<file path="src/rtl/mac_dot_seq.sv">
// mac_dot_seq: sequences one mac_int_fsm through a signed 8x8 dot product of
// programmable length.
//   clk, reset          : clock, synchronous active-high reset
//   start, len          : job request (sampled in IDLE only) and pair count
//   in_valid/in_ready,
//   in_a, in_b          : operand-pair stream into the local FIFO
//   mac_clr, mac_valid,
//   mac_a, mac_b        : drive the MAC (clear, one product request, operands)
//   mac_y, mac_overflow,
//   mac_done            : MAC accumulator, sticky overflow, completion pulse
//   busy                : high whenever a job is in flight
//   res_valid, res_y,
//   res_overflow,
//   res_error           : result strobe, sum, overflow seen, timeout abort
module mac_dot_seq #(
  parameter int DEPTH   = 8,
  parameter int LEN_W   = 8,
  parameter int TIMEOUT = 15
) (
  input  logic             clk,
  input  logic             reset,
  input  logic             start,
  input  logic [LEN_W-1:0] len,
  input  logic             in_valid,
  output logic             in_ready,
  input  logic [7:0]       in_a,
  input  logic [7:0]       in_b,
  output logic             mac_clr,
  output logic             mac_valid,
  output logic [7:0]       mac_a,
  output logic [7:0]       mac_b,
  input  logic [15:0]      mac_y,
  input  logic             mac_overflow,
  input  logic             mac_done,
  output logic             busy,
  output logic             res_valid,
  output logic [15:0]      res_y,
  output logic             res_overflow,
  output logic             res_error
);
  localparam int AW = $clog2(DEPTH);
  localparam int TW = $clog2(TIMEOUT + 1);

  typedef struct packed {
    logic [7:0] a;
    logic [7:0] b;
  } pair_t;

  typedef enum logic [2:0] {IDLE, CLEAR, FEED, WAIT, DRAIN, DONE} state_t;

  state_t           state, state_n;
  pair_t            mem [DEPTH];
  logic [AW-1:0]    wr_ptr, rd_ptr;
  logic [AW:0]      count;
  logic [LEN_W-1:0] remaining;
  logic [TW-1:0]    timer;
  logic             push, pop, empty, go, issue, capture, expire;

  // ---------------- operand FIFO ----------------
  // in_ready looks only at the registered count, so a pop in the same cycle
  // never opens a slot for a push until the following cycle.
  assign empty    = (count == '0);
  assign in_ready = (count != (AW+1)'(DEPTH));
  assign push     = in_valid & in_ready;

  always_ff @(posedge clk) begin
    if (push) mem[wr_ptr] <= pair_t'{a: in_a, b: in_b};
  end

  always_ff @(posedge clk) begin
    if (reset) begin
      wr_ptr <= '0;
      rd_ptr <= '0;
      count  <= '0;
    end else begin
      if (push) wr_ptr <= wr_ptr + AW'(1);
      if (pop)  rd_ptr <= rd_ptr + AW'(1);
      count <= count + (AW+1)'(push) - (AW+1)'(pop);
    end
  end

  // ---------------- control FSM ----------------
  always_ff @(posedge clk) begin
    if (reset) state <= IDLE;
    else       state <= state_n;
  end

  assign go = (state == IDLE) && start;

  always_comb begin
    state_n = state;
    pop     = 1'b0;
    issue   = 1'b0;
    capture = 1'b0;
    expire  = 1'b0;
    case (state)
      IDLE:  if (start) state_n = (len == '0) ? DONE : CLEAR;
      CLEAR: state_n = FEED;
      FEED: if (!empty) begin
        pop     = 1'b1;
        issue   = 1'b1;
        state_n = WAIT;
      end
      WAIT: begin
        // done wins over a timeout landing on the same cycle
        if (mac_done) begin
          capture = 1'b1;
          state_n = (remaining == '0) ? DONE : FEED;
        end else if (timer == TW'(TIMEOUT - 1)) begin
          expire  = 1'b1;
          state_n = (remaining == '0) ? DONE : DRAIN;
        end
      end
      // discard the rest of an aborted job so the next job starts aligned
      DRAIN: if (!empty) begin
        pop = 1'b1;
        if (remaining == LEN_W'(1)) state_n = DONE;
      end
      DONE:    state_n = IDLE;
      default: state_n = IDLE;
    endcase
  end

  assign mac_clr   = (state == CLEAR);
  assign busy      = (state != IDLE);
  assign res_valid = (state == DONE);

  // ---------------- datapath ----------------
  always_ff @(posedge clk) begin
    if (reset) begin
      remaining    <= '0;
      timer        <= '0;
      mac_valid    <= 1'b0;
      mac_a        <= '0;
      mac_b        <= '0;
      res_y        <= '0;
      res_overflow <= 1'b0;
      res_error    <= 1'b0;
    end else begin
      mac_valid <= issue;
      if (issue) begin
        mac_a <= mem[rd_ptr].a;
        mac_b <= mem[rd_ptr].b;
      end
      if (go) begin
        remaining    <= len;
        res_y        <= '0;
        res_overflow <= 1'b0;
        res_error    <= 1'b0;
      end else if (pop) begin
        remaining <= remaining - LEN_W'(1);
      end
      if (issue)              timer <= '0;
      else if (state == WAIT) timer <= timer + TW'(1);
      if (capture) begin
        res_y        <= mac_y;
        res_overflow <= res_overflow | mac_overflow;
      end
      if (expire) res_error <= 1'b1;
    end
  end
endmodule
</file>
<file path="config.mk">
export PLATFORM = sky130hd
export DESIGN_NAME = mac_dot_seq
export DESIGN_NICKNAME = d
export VERILOG_FILES = /design/src/rtl/mac_dot_seq.sv
export SDC_FILE = /design/constraint.sdc
export NUM_CORES = 1
export LEC_CHECK = 0
export ABC_AREA = 1
export ABC_CLOCK_PERIOD_IN_PS = 2620
export CAP_MARGIN = 20
export CORE_UTILIZATION = 50
export DETAILED_ROUTE_END_ITERATION = 6
export PLACE_DENSITY = 0.76
export SLEW_MARGIN = 20
export SYNTH_ARGS = -nofsm -noshare
export SYNTH_HDL_FRONTEND = slang
export SYNTH_SLANG_ARGS = --single-unit
</file>
<file path="constraint.sdc">
create_clock -name clk -period 2.62 [get_ports clk]
set_input_delay 0.524 -clock clk [delete_from_list [all_inputs] [get_ports clk]]
set_output_delay 0.524 -clock clk [all_outputs]
set_load 0.1 [all_outputs]
</file>
=== Word level (Yosys, flattened, before mapping) ===
Memories as Yosys holds them, arrays and structs flattened. A register that Yosys moved wholly into a read port is not among the register bits.
Index checks and enable logic that the tools add are counted.

* RAM bits: 128
* Word-level logic and storage cells: 71
* Memories: 1
* Register bits: 44

* Equality and inequality tests: 13
* $add $sub $neg: 6
* Bitwise logic cells: 2
* Reductions and logical operators: 12
* Mux-type cells: 27

{| class="wikitable"
|+ Memory list
! name !! depth !! width !! read ports !! clocked after Yosys merged registers in !! write ports !! RTL line !! text
|-
| mem || 8 || 16 || 1 || 1 || 1 || 52 || <nowiki>pair_t mem [DEPTH];</nowiki>
|}

{| class="wikitable"
|+ Operator list
! kind !! count
|-
| 16-bit 2-to-1 mux || 2
|-
| 3-bit 2-to-1 mux || 8
|-
| 8-bit logical NOT || 2
|-
| 8-bit 2-to-1 mux || 2
|-
| 3-bit case mux with 5 select lines || 1
|-
| 1-bit 2-to-1 mux || 14
|-
| 8-bit by 1-bit equality test with 1-bit output, second input constant || 1
|-
| 2-bit != test, second input constant || 4
|-
| 8-bit by 1-bit subtractor with 8-bit output, second input constant || 1
|-
| 3-bit by 1-bit adder with 3-bit output, second input constant || 2
|-
| 3-bit by 2-bit equality test with 1-bit output, second input constant || 2
|-
| 3-bit equality test, second input constant || 2
|-
| 2-bit nonzero test || 3
|-
| 5-bit AND reduction || 1
|-
| 4-bit by 1-bit adder with 4-bit output || 1
|-
| 4-bit by 1-bit adder with 4-bit output, second input constant || 1
|-
| 4-bit equality test, second input constant || 1
|-
| 4-bit logical NOT || 1
|-
| 4-bit != test, second input constant || 1
|-
| 2-bit OR reduction || 2
|-
| 4-bit by 1-bit subtractor with 4-bit output || 1
|-
| 3-bit by 1-bit equality test with 1-bit output, second input constant || 1
|-
| 3-bit logical NOT || 1
|-
| 3-bit != test, second input constant || 1
|-
| other kinds (4) || 4
|}

=== Logic depth before layout (Yosys ltp) ===
* Word-level depth: 5
* Depth in mapped cells: 12

=== Worst setup path before layout ===
Ideal clock, no wire load.

* Path type: register to register
* Start point: register count[2]
* End point: register count[2]
* Arrival: 2.765 ns
* Buffers on the path: 0
* Setup slack: -0.272 ns
* Cell stages (with the launch flop): 12
* Path through: dfxtp_1 > inv_1 > ha_1 > nand3_1 > nand2_1 > ha_1 > inv_1 > ha_1 > inv_1 > fa_1 > xor2_1 > nor2_1

* Longest elaborated chain between the ends: 4
* Elaborated cells between the ends (all ways): 7
* Classes of those cells: add/sub (2); eq/ne (1); mux (2); bitwise (1); reduce/logical (1)

{| class="wikitable"
|+ Ends and longest elaborated chain
! element !! RTL line !! text
|-
| start, declared || 54 || <nowiki>logic [AW:0] count;</nowiki>
|-
| start signal, assigned || 78 || <nowiki>count <= count + (AW+1)'(push) - (AW+1)'(pop);</nowiki>
|-
| 4-bit != test || 63 || <nowiki>assign in_ready = (count != (AW+1)'(DEPTH));</nowiki>
|-
| named net in_ready || 25 || <nowiki>output logic in_ready,</nowiki>
|-
| 1-bit AND || 64 || <nowiki>assign push = in_valid & in_ready;</nowiki>
|-
| 4-bit by 1-bit adder with 4-bit output || 78 ||
|-
| 4-bit by 1-bit subtractor with 4-bit output || 78 ||
|}

The timed path passes the listed nets, and every way through them passes these cells.
A chain may end at the register's enable or synchronous reset.

=== Worst setup path in the final report ===
* Start point: register state[0]
* End point: register count[2]

* Longest elaborated chain between the ends: 4
* Elaborated cells between the ends (all ways): 5
* Classes of those cells: add/sub (1); eq/ne (2); mux (1); reduce/logical (1)

{| class="wikitable"
|+ Ends and longest elaborated chain
! element !! RTL line !! text
|-
| start, declared || 51 || <nowiki>state_t state, state_n;</nowiki>
|-
| start signal, assigned || 85 || <nowiki>else state <= state_n;</nowiki>
|-
| 3-bit equality test or 3-bit by 2-bit equality test with 1-bit output (tied branches) || 96 || <nowiki>case (state)</nowiki>
|-
| 2-bit OR reduction (no source line) (*) || - ||
|-
| 1-bit 2-to-1 mux (*) || - ||
|-
| named net pop || 57 || <nowiki>logic push, pop, empty, go, issue, capture, expire;</nowiki>
|-
| 4-bit by 1-bit subtractor with 4-bit output (*) || 78 ||
|}

Mark *: on every way through the listed nets, which the timed path passes. The rest lies on a longest branch.

==> reports/results.ini <==
[clock_network]
root_buffer=clkbuf_16
cts.sinks=188
cts_tree=done
cts-resized-gates=0
postCtsSetupBuffers=0
cts_hold_buffers=0
cts.clk_slew.worst_paths_ns=0.07
clk_path_buf_depth=2
clk_latency_ns=0.43
cts_buffers=17
cts.htree.levels=4

[timing]
fin_ws_ns=0.348
relSlewSlack=0.549
finalClockSkew_ns=0.00842
fmax_mhz=440
finalSetupViolations=0
worstMarginPinSlew_ns=0.672
fin_setup_tns_ns=0
rsz0062_at_grt=no
finalCriticalPeriod_ns=2.27
slew_viol_final=0
hold_violations=0
period_share=0.867

[synth]
yosysSeqAreaShare=0.651
synth_top_flop_cell=edfxtp_1
ys_types=34
synth_edf_count=128
ys_ff_latch=188
synthesis.nets=808
async_flop_share=0
synthCells=749
syn_area_um2=7750
yosysWarnings=0
synth_area_per_cell_um2=10.3

[setup_path]
crit_required_ns=2.92
arrival_ns=2.58
crit_path_end_kind=flop
critPathKind=flop to flop
r2r_start=state[0]
cp_max_fo=9
r2r_cells=12
startpoint_type=flop
crit_start=state[0]

[route]
drt-total-wl_um=16200
vias=5504
drt-vias-per-instance=5.32
drt-initial-drc-count=374
wire_per_inst_um=15.6
drc=0
dr.pass1.iters=5
ant_nets=0

[die]
start_util=0.512
die_w_um=126
die_h_um=126
core_um2=15100
fp.dieArea_um2=16000
pin_count=85
fp-row-count=45

[place]
io_buffers=84
dp_slack_ns=0.220
dpl_cell_area_um2=8700
gp_congestion=0.874
dpl.hpwl_um=9860
dp.cells=1003

[power]
vdd.ir_drop.worst_v=0.000600
fin_total_pwr_mw=9.34
p_leak_nw=3.51
cellPowerDensity_nw_per_um2=1010

[run]
maxCapViolCount=0

[hold_path]
worstHoldPathType=flop to flop
worstHoldPathCells=2
worstHoldStart=mac_b[6]

[finish]
design_area_um2=9260
final_nets=893
syn_to_final_growth_pct=19.5
layout.cells.non_filler=1035
diodes=0
drive_gt1_frac=0.128

[grt]
grt_pass1_vias=5266
antenna_found_initial=0
grt_overflow=0
grt_first_pass_wirelength_um=26300
track_usage=0.212
grt_max_degree=66

[run_status]
outcome=finished, final reports clean

area by class of cell:
cell class              instances  area [um^2]
clock buffers                  20          447
flip-flops and latches        188         5050
fillers                      1192         5890
multi-input cells             480         2360
well taps                     188          235
clock inverters                12          109
repair buffers                100          876
inverters                      47          180
state kept, by name (all words and copies together), names as in the netlist:
signal,count
count,4
res_overflow,1
timer,4
wr_ptr,3
mac_a,8
rd_ptr,3
mac_valid,1
mac_b,8
res_y,16
state,3
remaining,8
mem,128
res_error,1
critical path: stages, from the launching register on:
cell and delay [ns]:
dfxtp_1 0.36, nor2_2 0.24, nand2_1 0.14, nand2_2 0.12, nand2_4 0.09, inv_2 0.13, ha_1 0.24, inv_1 0.06
ha_1 0.16, inv_1 0.05, fa_1 0.37, xor2_1 0.16, nor2_1 0.05
per-layer routing:
metal | wire length [um] | global-route usage | up-vias
li1 | - | - | 2728
met1 | 7430 | 0.285 | 2601
met2 | 7750 | 0.348 | 157
met3 | 770 | 0.0443 | 18
met4 | 213 | 0.0638 | 0
met5 | 0 | 0 | -
synthesized netlist by cell type (4+ instances only):
| master | count | share of area |
|---|---|---|
| dfxtp_1 | 60 | 0.16 |
| ha_1 | 12 | 0.019 |
| clkbuf_1 | 16 | 0.0078 |
| nand3_1 | 43 | 0.028 |
| edfxtp_1 | 128 | 0.50 |
| inv_1 | 40 | 0.019 |
| nor2_1 | 141 | 0.068 |
| buf_2 | 11 | 0.0071 |
| xor2_1 | 5 | 0.0057 |
| o21ai_0 | 79 | 0.051 |
| o211ai_1 | 32 | 0.031 |
| nand2_1 | 114 | 0.055 |
| a21oi_1 | 32 | 0.021 |
| inv_2 | 4 | 0.0019 |
cell families (layout without fill, tap and decap cells):
group,after synthesis,after routing,share of synthesized area
and+or+nand+nor,314,314,0.169
DFF,188,188,0.651
AOI/OAI and AO/OA,147,147,0.107
buffers and inverters,81,179,0.0444
adders and majority gates,13,13,0.0220
xor gates and xnor gates,6,6,0.00678
per-stage QoR:
step                hold slack [ns]  utilization
floorplan                     0.443            -
global placement              0.438        0.575
detailed placement            0.442        0.575
CTS                           0.454        0.611
global route                  0.471        0.611
finish                        0.451        0.611
cell usage in the layout (no fill, tap or decap), types with 2 or more instances in the layout:
cell	Yosys	routed
inv_1	40	40
dfxtp_1	60	58
nand2_4	3	3
inv_2	4	4
nor2_1	141	141
dfxtp_2	0	2
clkinv_1	1	2
xor2_1	5	5
o211ai_1	32	32
clkbuf_16	0	17
buf_4	2	54
clkdlybuf4s50_1	0	45
a21oi_2	3	3
clkbuf_1	16	2
edfxtp_1	128	128
clkinv_2	1	4
nand2_2	3	3
nor2_2	2	2
nand3_1	43	42
a21oi_1	32	32
nand4_1	2	2
ha_1	12	12
nand2_1	114	114
inv_6	0	5
o21ai_0	79	79
where the power goes:
part / switching [mW] / internal [mW] / leakage, nW
clock: 1.09 / 1.34 / 0.273
combinational: 2.30 / 0.942 / 1.59
sequential: 0.189 / 3.48 / 1.65
total: 3.57 / 5.77 / 3.51
path summary, 6_finish.rpt:
kind                                 end  slack (ns)
worst max register to register  count[2]        0.35
worst max-delay path            count[2]        0.35
worst min-delay path            mac_b[6]        0.45
worst min register to register  mac_b[6]        0.45
Power figures use the tool's default switching activity.
